`config.mk`:
```
export PLATFORM = sky130hd
export DESIGN_NAME = oled_mode_arbiter_flat
export DESIGN_NICKNAME = d
export VERILOG_FILES = /design/src/rtl/oled_mode_arbiter_if.sv /design/src/rtl/oled_mode_arbiter.sv /design/src/flat_wrapper.sv
export SDC_FILE = /design/constraint.sdc
export NUM_CORES = 1
export LEC_CHECK = 0
export ABC_CLOCK_PERIOD_IN_PS = 2100
export BUFFER_PORTS_ARGS = -buffer_cell sky130_fd_sc_hd__buf_2
export CORE_AREA = 4 4 84 86
export DETAILED_ROUTE_END_ITERATION = 16
export DIE_AREA = 0 0 88 90
export PLACE_DENSITY = 0.75
export SYNTH_ARGS = -nofsm -noshare
export SYNTH_HDL_FRONTEND = slang
export SYNTH_SLANG_ARGS = --single-unit
```
`constraint.sdc`:
```
create_clock -name clk -period 2.1 [get_ports clk]
set_input_delay 0 -clock clk [delete_from_list [all_inputs] [get_ports clk]]
set_output_delay 0 -clock clk [all_outputs]
set_load 0.005 [all_outputs]
```
`src/rtl/oled_mode_arbiter_if.sv`:
```
// Bundle of switch, frame-strobe and pixel signals exchanged between the
// board-level driver side and the OLED mode arbiter.
interface oled_mode_arbiter_if;
   logic [3:0]  sw;
   logic        frame_begin;
   logic [15:0] pixel_a;
   logic [15:0] pixel_b;
   logic [15:0] pixel_c;
   logic [15:0] pixel_d;
   logic [15:0] pixel_data;
   logic [2:0]  mode;
   logic [3:0]  task_en;
   logic        mode_changed;
   logic [7:0]  frame_cnt;

   modport master (
      output sw, frame_begin, pixel_a, pixel_b, pixel_c, pixel_d,
      input  pixel_data, mode, task_en, mode_changed, frame_cnt
   );

   modport slave (
      input  sw, frame_begin, pixel_a, pixel_b, pixel_c, pixel_d,
      output pixel_data, mode, task_en, mode_changed, frame_cnt
   );
endinterface

```
`src/rtl/oled_mode_arbiter.sv`:
```
// Selects which task drives the OLED from debounced slide switches, inserting
// whole black frames around every source change so no frame mixes two sources.
module oled_mode_arbiter #(
   parameter int unsigned DEBOUNCE_CYCLES = 62500,
   parameter int unsigned BLANK_FRAMES    = 2,
   parameter logic [15:0] IDLE_COLOR      = 16'hF81F
) (
   input  logic               clk,
   input  logic               reset_n,
   oled_mode_arbiter_if.slave bus
);

   localparam int CNT_W = (DEBOUNCE_CYCLES < 2) ? 1 : $clog2(DEBOUNCE_CYCLES + 1);
   localparam int BLK_W = (BLANK_FRAMES < 2) ? 1 : $clog2(BLANK_FRAMES + 1);
   localparam logic [CNT_W-1:0] DB_LIMIT = CNT_W'(DEBOUNCE_CYCLES);
   localparam logic [BLK_W-1:0] BLK_INIT = BLK_W'(BLANK_FRAMES);

   typedef enum logic {ST_RUN, ST_BLANK} state_e;

   function automatic logic [2:0] decode_target(input logic [3:0] s);
      logic [2:0] t;
      unique case (s)
         4'b0001: t = 3'd1;
         4'b0010: t = 3'd2;
         4'b0100: t = 3'd3;
         4'b1000: t = 3'd4;
         default: t = 3'd0;
      endcase
      return t;
   endfunction

   function automatic logic [3:0] mode_onehot(input logic [2:0] m);
      logic [3:0] oh;
      unique case (m)
         3'd1:    oh = 4'b0001;
         3'd2:    oh = 4'b0010;
         3'd3:    oh = 4'b0100;
         3'd4:    oh = 4'b1000;
         default: oh = 4'b0000;
      endcase
      return oh;
   endfunction

   logic [3:0]       sync1_q, sync2_q;
   logic [3:0]       stable_q, sw_db_q;
   logic [CNT_W-1:0] db_cnt_q;
   logic [2:0]       target_q, target_d;
   state_e           state_q;
   logic [BLK_W-1:0] blk_cnt_q;
   logic [2:0]       mode_q;
   logic [3:0]       task_en_q;
   logic             mode_changed_q;
   logic [7:0]       frame_cnt_q;
   logic [15:0]      pixel_d;

   assign target_d = decode_target(sw_db_q);

   // Front end: synchronize, debounce, then register the decoded target.
   always_ff @(posedge clk or negedge reset_n) begin
      if (!reset_n) begin
         sync1_q  <= '0;
         sync2_q  <= '0;
         stable_q <= '0;
         db_cnt_q <= '0;
         sw_db_q  <= '0;
         target_q <= '0;
      end else begin
         sync1_q  <= bus.sw;
         sync2_q  <= sync1_q;
         if (sync2_q != stable_q) begin
            stable_q <= sync2_q;
            db_cnt_q <= CNT_W'(1);
         end else if (db_cnt_q < DB_LIMIT) begin
            db_cnt_q <= db_cnt_q + CNT_W'(1);
         end
         if (db_cnt_q >= DB_LIMIT) begin
            sw_db_q <= stable_q;
         end
         target_q <= target_d;
      end
   end

   // Mode FSM: every state or mode update is gated by frame_begin.
   always_ff @(posedge clk or negedge reset_n) begin
      if (!reset_n) begin
         state_q        <= ST_RUN;
         blk_cnt_q      <= '0;
         mode_q         <= 3'd0;
         task_en_q      <= 4'b0000;
         mode_changed_q <= 1'b0;
         frame_cnt_q    <= 8'd0;
      end else begin
         mode_changed_q <= 1'b0;
         if (bus.frame_begin) begin
            frame_cnt_q <= frame_cnt_q + 8'd1;
            unique case (state_q)
               ST_RUN: begin
                  if (target_q != mode_q) begin
                     if (BLANK_FRAMES == 0) begin
                        mode_q         <= target_q;
                        task_en_q      <= mode_onehot(target_q);
                        mode_changed_q <= 1'b1;
                     end else begin
                        state_q   <= ST_BLANK;
                        blk_cnt_q <= BLK_INIT;
                        task_en_q <= 4'b0000;
                     end
                  end
               end
               ST_BLANK: begin
                  // Exit takes whatever target is current now, even the old mode.
                  if (blk_cnt_q <= BLK_W'(1)) begin
                     state_q        <= ST_RUN;
                     blk_cnt_q      <= '0;
                     mode_q         <= target_q;
                     task_en_q      <= mode_onehot(target_q);
                     mode_changed_q <= (target_q != mode_q);
                  end else begin
                     blk_cnt_q <= blk_cnt_q - BLK_W'(1);
                  end
               end
               default: state_q <= ST_RUN;
            endcase
         end
      end
   end

   always_comb begin
      pixel_d = IDLE_COLOR;
      if (state_q == ST_BLANK) begin
         pixel_d = 16'h0000;
      end else begin
         unique case (mode_q)
            3'd1:    pixel_d = bus.pixel_a;
            3'd2:    pixel_d = bus.pixel_b;
            3'd3:    pixel_d = bus.pixel_c;
            3'd4:    pixel_d = bus.pixel_d;
            default: pixel_d = IDLE_COLOR;
         endcase
      end
   end

   assign bus.pixel_data   = pixel_d;
   assign bus.mode         = mode_q;
   assign bus.task_en      = task_en_q;
   assign bus.mode_changed = mode_changed_q;
   assign bus.frame_cnt    = frame_cnt_q;

endmodule

```
`src/flat_wrapper.sv`:
```
// flat-port wrapper written by rule: the top's interface ports become plain ports
module oled_mode_arbiter_flat 
#(
   parameter int unsigned DEBOUNCE_CYCLES = 62500,
   parameter int unsigned BLANK_FRAMES    = 2,
   parameter logic [15:0] IDLE_COLOR      = 16'hF81F
)
  (clk, reset_n, bus_sw, bus_frame_begin, bus_pixel_a, bus_pixel_b, bus_pixel_c, bus_pixel_d, bus_pixel_data, bus_mode, bus_task_en, bus_mode_changed, bus_frame_cnt);
  oled_mode_arbiter_if bus_i ();
  input  logic clk;
  input  logic reset_n;
  input wire logic [$bits(bus_i.sw)-1:0] bus_sw;
  input wire logic [$bits(bus_i.frame_begin)-1:0] bus_frame_begin;
  input wire logic [$bits(bus_i.pixel_a)-1:0] bus_pixel_a;
  input wire logic [$bits(bus_i.pixel_b)-1:0] bus_pixel_b;
  input wire logic [$bits(bus_i.pixel_c)-1:0] bus_pixel_c;
  input wire logic [$bits(bus_i.pixel_d)-1:0] bus_pixel_d;
  output wire logic [$bits(bus_i.pixel_data)-1:0] bus_pixel_data;
  output wire logic [$bits(bus_i.mode)-1:0] bus_mode;
  output wire logic [$bits(bus_i.task_en)-1:0] bus_task_en;
  output wire logic [$bits(bus_i.mode_changed)-1:0] bus_mode_changed;
  output wire logic [$bits(bus_i.frame_cnt)-1:0] bus_frame_cnt;
  assign bus_i.sw = bus_sw;
  assign bus_i.frame_begin = bus_frame_begin;
  assign bus_i.pixel_a = bus_pixel_a;
  assign bus_i.pixel_b = bus_pixel_b;
  assign bus_i.pixel_c = bus_pixel_c;
  assign bus_i.pixel_d = bus_pixel_d;
  assign bus_pixel_data = bus_i.pixel_data;
  assign bus_mode = bus_i.mode;
  assign bus_task_en = bus_i.task_en;
  assign bus_mode_changed = bus_i.mode_changed;
  assign bus_frame_cnt = bus_i.frame_cnt;
  oled_mode_arbiter #(.DEBOUNCE_CYCLES(DEBOUNCE_CYCLES), .BLANK_FRAMES(BLANK_FRAMES), .IDLE_COLOR(IDLE_COLOR)) u_core (.clk(clk), .reset_n(reset_n), .bus(bus_i));
endmodule
```
==> run summary, run 1 <==
The flow ran to the end, and the final reports show no timing, DRC or antenna violations. The root buffer cell chosen for the clock tree is sky130_fd_sc_hd__clkbuf_8. Timing analysis after detailed placement gives a worst setup slack of 0.154 ns.

The floorplan step defined a die boundary enclosing 7920 um^2. Setup violations remaining at the end of the flow were counted as 0. The buffer levels on the longest clock path was 2. The total overflow reported by the global router is 0, and the placed wire-length estimate is 5200 um.

Once detail routing completed, the nets flagged for antenna violations numbered 0. In this run the cell area of the synthesized design comes to 2770 um^2. The logs give 2.10 ns for the worst path required time and 2359 for the via count of the first global-routing pass. Compared with the post-synthesis result, the final layout area differs by 27.3%.

The number of synthesized flops with an enable pin came out at 0. In the routed design, unresolved DRC markers number 0. For the maximum clock frequency, the log shows 504 MHz. The layer flagged by global routing as most heavily used is met2. Power spread over the standard cell area amounts to 660 nW/um^2. The first global-routing pass estimated 10600 um of wire.

The run gives 1660 uW as the internal power contribution. For the area of the core, the log shows 6280 um^2. In the global route stage, met3 resource usage came out at 3.38%. The run gives 0 as the final count of pins violating max slew. For the number of cell rows, the log shows 29. Entering global routing, the biggest net connects 55 pins. Data on the critical path arrives at its endpoint at 1.98 ns. 0 antenna diodes ended up in the layout. The synthesized netlist contains 44 unique library cells. The clock period minus final worst setup slack works out to 1.98 ns.

Ranked by instance count, the synthesized netlist is headed by sky130_fd_sc_hd__dfrtp_1 (54), sky130_fd_sc_hd__nor2_1 (24), sky130_fd_sc_hd__a21oi_1 (23), sky130_fd_sc_hd__xnor2_1 (19). Among all cell types in the netlist, the one instantiated most often is sky130_fd_sc_hd__dfrtp_1. After the last flow step, the layout net total stands at 460. The level count of the clock H-tree was 2; the met2 track utilization from global routing was 29.8%. In the global route stage, met1 resource usage came out at 19.0%. The most used flip-flop cell after synthesis is sky130_fd_sc_hd__dfrtp_1.

The maximum net fanout on the critical path is 18, and the headroom to the max-slew limit is 57.1%. The run gives 0.14 ns as the worst reg-to-reg setup slack. Net switching is 28.6% of the power. The die is 88 um wide. The clock reaches the later pin of the worst-skew pair after 0.30 ns.

Detailed routing inserted a total of 2516 vias. The final weighted congestion of routability-driven global placement was 0.847. In the post-synthesis netlist, the biggest area contributors are sky130_fd_sc_hd__dfrtp_1 (49%), sky130_fd_sc_hd__xnor2_1 (6.0%), sky130_fd_sc_hd__a22oi_1 (4.6%), sky130_fd_sc_hd__a21oi_1 (4.1%), sky130_fd_sc_hd__nor2_1 (3.2%).

The analysis attributes to net switching a power of 666 uW. TritonCTS built the clock tree. Synthesis inferred 54 register bits.

The synthesized design spends more area on one cell type than any other, namely sky130_fd_sc_hd__dfrtp_1. The count of input and output buffers was 102. The worst hold margin was 0.0167 ns; the total placed instance area was 3380 um^2.

After synthesis, the share of flip-flops with an asynchronous set or reset is 100%. Clock skew on the completed layout was measured at 0.00378 ns. The clock network fraction of total power is 26.0%, and the average cell area after synthesis is 9.91 um^2.

For the smallest setup slack after layout, the log shows 0.117 ns. The share of Yosys cell area claimed by the top area cell type is 48.7%, and the maximum VDD drop is 0.449 mV. Of the cells placed in the final design, the portion with a size suffix greater than 1 is 33.9%. Using the TritonRoute via totals, the vias-per-cell ratio works out to 5.42. Endpoint type of the worst setup path: a primary output. The first routing iteration left 100 violations. The worst hold path belongs to the class in2reg. The share of power burned in combinational logic is 20.4%, and the sequential fraction of the synthesis area is 48.7%. The number of setup buffers added after CTS is 0.

The final hold violation count is 0. The overall track demand over capacity in global routing came out at 16.3%. The routed design has 6800 um of wire. The critical path in this run is classified as reg2out. The tool flagged a number of max-cap violations equal to 0. For this design, the sink count on the clock tree is 54. The worst path uses 94.4% of the clock period. The tools report the count of warnings emitted by yosys as 0. Average wire per standard cell: 14.6 um.

Counting instances, the worst hold path has a depth of 2. The number of cells on the worst reg-to-reg path is 5. For the pin with the worst max-slew slack, the measured transition is 0.637 ns. Setup repair after global routing left no endpoint under its margin. The finished cells cover 3530 um^2. The logs give 4 for the number of search-and-repair iterations in the first detailed-routing pass and 0 for the number of antenna violations at the first check in global routing. The number of fill cells came out at 569. The analysis attributes to cell leakage a power of 0.00163 uW. The sequential share of power was 53.6%. The register clock-pin slew on the reported worst setup and hold paths works out to 0.09 ns. Synthesis produced a netlist with a net count of 354. The worst setup path is launched from a flip-flop. In this run, CTS created clock tree buffers numbering 5.

In this run the count of I/O pins placed on the die edge is 103. The die is 90 um tall. Summed over all failing endpoints, the final setup total negative slack is 0 ns.

The initial utilization of the core area, before any placement, comes to 44.2%. Counting every instance in the synthesized netlist gives 280.
[cells in the final DEF, fill, tap and decap left out, types with 9 or more instances in the layout]
cell type / instances
sky130_fd_sc_hd__buf_4: 10
sky130_fd_sc_hd__o22ai_1: 10
sky130_fd_sc_hd__nor2_1: 24
sky130_fd_sc_hd__nand2_1: 13
sky130_fd_sc_hd__a21oi_1: 23
sky130_fd_sc_hd__o21ai_0: 10
sky130_fd_sc_hd__nand3_1: 9
sky130_fd_sc_hd__a22oi_1: 17
sky130_fd_sc_hd__inv_1: 12
sky130_fd_sc_hd__buf_2: 102
sky130_fd_sc_hd__dfrtp_1: 53
sky130_fd_sc_hd__xnor2_1: 19
sky130_fd_sc_hd__xor2_1: 9
[logic make-up after synthesis]
logic type	share of synthesized area (%)
DFF	48.7
xor gates and xnor gates	8.84
and+or+nand+nor	14.2
AOI/OAI and AO/OA	19.4
buffers and inverters	4.33
muxes	3.20
adders and majority gates	1.35
[per-layer routing]
layer | share of wire [%] | up-vias
met1 | 40 | 1207
met4 | 1.3 | 0
li1 | - | 1221
met3 | 7.5 | 10
met2 | 51 | 78
met5 | 0 | -
[area by class of cell]
cell class                 instances  area [um^2]  share of cell area, %
clock buffer                       6         82.6                   2.34
clock inverter                     2         16.3                  0.461
inverter                          12         45.0                   1.28
multi-input combinational        196         1300                   36.9
sequential                        54         1350                   38.3
tap                               77         96.3                   2.73
timing repair buffer             117          636                   18.0
[repair_timing]
item,CTS,global route
gates resized for setup,0,1
hold buffers,5,0
setup endpoints to repair,0,12
endpoints found under the hold margin,58,0
[worst paths after layout]
kind / startpoint / end
worst min register to register: u_core.sync1_q[0] / u_core.sync2_q[0]
worst max-delay path: u_core.bus.mode[0] / bus_pixel_data[10]
min in group asynchronous: reset_n / u_core.bus.frame_cnt[3]
max in group asynchronous: reset_n / u_core.bus.mode[1]
worst max register to register: u_core.db_cnt_q[11] / u_core.db_cnt_q[11]
worst min-delay path: bus_frame_begin / u_core.bus.frame_cnt[0]
[power groups by stage]
stage	combinational (uW)	sequential, uW	clock [uW]
2_1_floorplan	223	1250	0
3_3_place_gp	464	1260	0
3_5_place_dp	472	1270	0
4_1_cts	482	1250	626
5_1_grt	534	1270	675
6_report	475	1250	607
[worst max-delay path, cell delays in order, from the launching register on]
cell,delay (ns)
sky130_fd_sc_hd__dfrtp_1,0.67
sky130_fd_sc_hd__and3_1,0.50
sky130_fd_sc_hd__a22oi_1,0.13
sky130_fd_sc_hd__a21oi_1,0.23
sky130_fd_sc_hd__buf_2,0.15
[flip-flops by register name, summed over array words and instances (netlist names), 3 cells and up]
| signal | flops |
|---|---|
| u_core.stable_q | 4 |
| u_core.bus.task_en | 4 |
| u_core.sync1_q | 4 |
| u_core.db_cnt_q | 16 |
| u_core.sw_db_q | 4 |
| u_core.bus.frame_cnt | 8 |
| u_core.bus.mode | 3 |
| u_core.target_q | 3 |
| u_core.sync2_q | 4 |
[per-stage QoR]
stage / utilization (%) / total power, uW / instances
5_1_grt: 56.2 / 2480 / 464
3_5_place_dp: 53.9 / 1740 / 451
4_1_cts: 56.2 / 2360 / 464
2_1_floorplan: - / 1470 / 280
6_report: 56.2 / 2330 / 464
3_3_place_gp: 53.9 / 1720 / 451
No activity file was read; power rests on OpenSTA's default activity.
==> run 2: changes to the inputs <==
- MAX_ROUTING_LAYER: default -> met4
==> run summary, run 2 (synthesis results as in run 1) <==
TritonCTS built the clock tree. The run gives 0 (unchanged) as the post-route DRC violation count. The flow ran to the end, and the final reports show no timing, DRC or antenna violations.

The average wire per standard cell was 14.7 um (was 14.6 um). The logs give 0 (unchanged) for the count of maximum capacitance violations and 54 (unchanged) for the clock net sink count. For the overall track demand over capacity in global routing, the log shows 16.8% (was 16.3%). The chip height is 90 um (unchanged), and the pin count of the biggest net entering global routing is 55 (unchanged). The clock latency reported for the late side of the worst-skew pair is 0.30 ns (about the same).

The slowest cell on the critical path is sky130_fd_sc_hd__dfrtp_1 (unchanged). The relative area change from synthesis to final layout is 27.3% (unchanged). Highest-count cells in the layout ignoring fill and taps: sky130_fd_sc_hd__buf_2 (102), sky130_fd_sc_hd__dfrtp_1 (53), sky130_fd_sc_hd__nor2_1 (24) (unchanged). Total placed instance area: 3380 um^2 (unchanged). The maximum clock frequency was 508 MHz (was 504 MHz); the effective utilization at floorplan was 44.2% (unchanged).

The TritonCTS buffer count came out at 5 (unchanged). The start-to-end type of the worst setup path is reg2out (unchanged). The number of cell rows is 29 (unchanged), and the final weighted congestion of routability-driven global placement is 0.860 (was 0.847). The run gives 0.449 mV (about the same) as the maximum VDD drop.

The count of nets after finishing was 460 (unchanged). The global-route wire length before repair is 10600 um (unchanged), and the via-per-instance ratio is 5.44 (was 5.42). The flip-flop count of the largest register after layout was 16 (unchanged).

The largest stage delay on the critical path was 0.67 ns (about the same). Setup repair after global routing left no endpoint under its margin. The buffering stage count on the worst path with inverters included works out to 1 (unchanged).

The headroom to the max-slew limit was 56.4% (was 57.1%); the area of the core was 6280 um^2 (unchanged). The post-route cell area was 3530 um^2 (unchanged). The via count of the first global-routing pass is 2354 (was 2359), and the antenna diode instance count is 0 (unchanged). The register clock-pin slew on the reported worst setup and hold paths is 0.09 ns (about the same), and the reported leakage power is 0.00163 uW (unchanged). The tools report the post-detailed-routing wire length as 6830 um (was 6800 um). The most common library cell in the layout ignoring fill and taps was sky130_fd_sc_hd__buf_2 (unchanged). For the endpoint arrival time on the critical path, the log shows 1.97 ns (was 1.98 ns). The final hold violation count came out at 0 (unchanged).

Worst min-delay path category: in2reg (unchanged). The worst path required time came out at 2.10 ns (about the same). For the total I/O pin count, the log shows 103 (unchanged). The endpoint type of the worst setup path was a primary output (unchanged).

Final-report setup violation count: 0 (unchanged). The horizontal extent of the die was 88 um (unchanged); the total negative slack was 0 ns (unchanged). The transition time at the pin with the least slew margin is 0.654 ns (was 0.637 ns), and the post-CTS setup buffer count is 0 (unchanged). Crit path cell chain: and3_1 -> a22oi_1 -> a21oi_1 -> buf_2 (unchanged).

The maximum net fanout on the critical path was 18 (unchanged); the total overflow reported by the global router was 0 (unchanged). For the placed wire-length estimate, the log shows 5200 um (unchanged). The tools report the final count of pins violating max slew as 0 (unchanged). For the level count of the clock H-tree, the log shows 2 (unchanged).

The final period utilization is 93.8% (was 94.4%). The register with the most flip-flops is u_core.db_cnt_q (unchanged). The number of DRC markers after the initial detailed-route iteration is 92 (was 100). The cell chosen for the clock root was sky130_fd_sc_hd__clkbuf_8 (unchanged).

Kind of launch point of the worst setup path: a flip-flop (unchanged). The tools report the via count as 2525 (was 2516). Cell class contributing the biggest share of worst-path delay: flip-flops (unchanged). The count of antenna-violating nets left after detailed routing was 0 (unchanged); the total die area was 7920 um^2 (unchanged). The number of antenna violations at the first check in global routing is 0 (unchanged). The count of input and output buffers is 102 (unchanged), and the clock period minus final worst setup slack is 1.97 ns (was 1.98 ns). The buffer levels on the longest clock path is 2 (unchanged). The number of search-and-repair iterations in the first detailed-routing pass was 4 (unchanged). The power per standard cell area works out to 660 nW/um^2 (about the same).

Worst clock skew on the final layout: 0.00530 ns (was 0.00378 ns). The share of layout cells above drive strength 1 was 33.9% (unchanged).
==> run 2: cell counts in the layout (fill, tap and decap cells not counted) <==
No cell type changed its count.
==> run 2: through the flow <==
step | setup slack (ns) | cells | power [uW] | util (%) | hold WS, ns
2_1_floorplan | 0.104 | 280 | 1470 | - | -0.296
3_3_place_gp | 0.171 | 451 | 1720 | 53.9 | 0.108
3_5_place_dp | 0.154 | 451 | 1740 | 53.9 | 0.110
4_1_cts | 0.0169 | 464 | 2360 | 56.2 | 0.0198
5_1_grt | 0.0391 | 464 | 2480 | 56.2 | 0.0185
6_report | 0.130 | 464 | 2330 | 56.2 | 0.0182
==> run 2: report_power, final <==
group          internal [uW]  switching, uW  leakage [uW]
clock                    272            333     0.0000478
combinational            254            221      0.000881
sequential              1140            110      0.000702
==> run 2: final cells by class <==
class / count / area, um^2
Clock inverter: 2 / 16.3
Inverter: 12 / 45.0
Multi-Input combinational cell: 196 / 1300
Tap cell: 77 / 96.3
Fill cell: 569 / 2750
Sequential cell: 54 / 1350
Clock buffer: 6 / 82.6
Timing Repair Buffer: 117 / 636
==> run 2: path summary, 6_finish.rpt <==
kind | from | end | depth (start not counted) | slack (ns)
min in group asynchronous | reset_n | u_core.bus.frame_cnt[3] | 3 | 0.34
worst min-delay path | bus_frame_begin | u_core.bus.frame_cnt[0] | 2 | 0.02
max in group asynchronous | reset_n | u_core.bus.mode[1] | 3 | 1.28
worst max register to register | u_core.db_cnt_q[11] | u_core.db_cnt_q[11] | 5 | 0.14
worst min register to register | u_core.sync1_q[0] | u_core.sync2_q[0] | 0 | 0.36
worst max-delay path | u_core.bus.mode[0] | bus_pixel_data[10] | 4 | 0.13
==> run 2: layer usage <==
layer	global-route usage [%]	vias up	routed length, um
li1	-	1222	-
met1	18.8	1200	2660
met2	30.0	91	3540
met3	3.38	12	549
met4	4.35	0	81
met5	-	-	0
==> run 2: timing repair <==
action | in CTS | in global routing
setup endpoints to repair | 0 | 12
endpoints found under the hold margin | 58 | 0
gates resized for setup | 0 | 1
hold buffers | 5 | 0
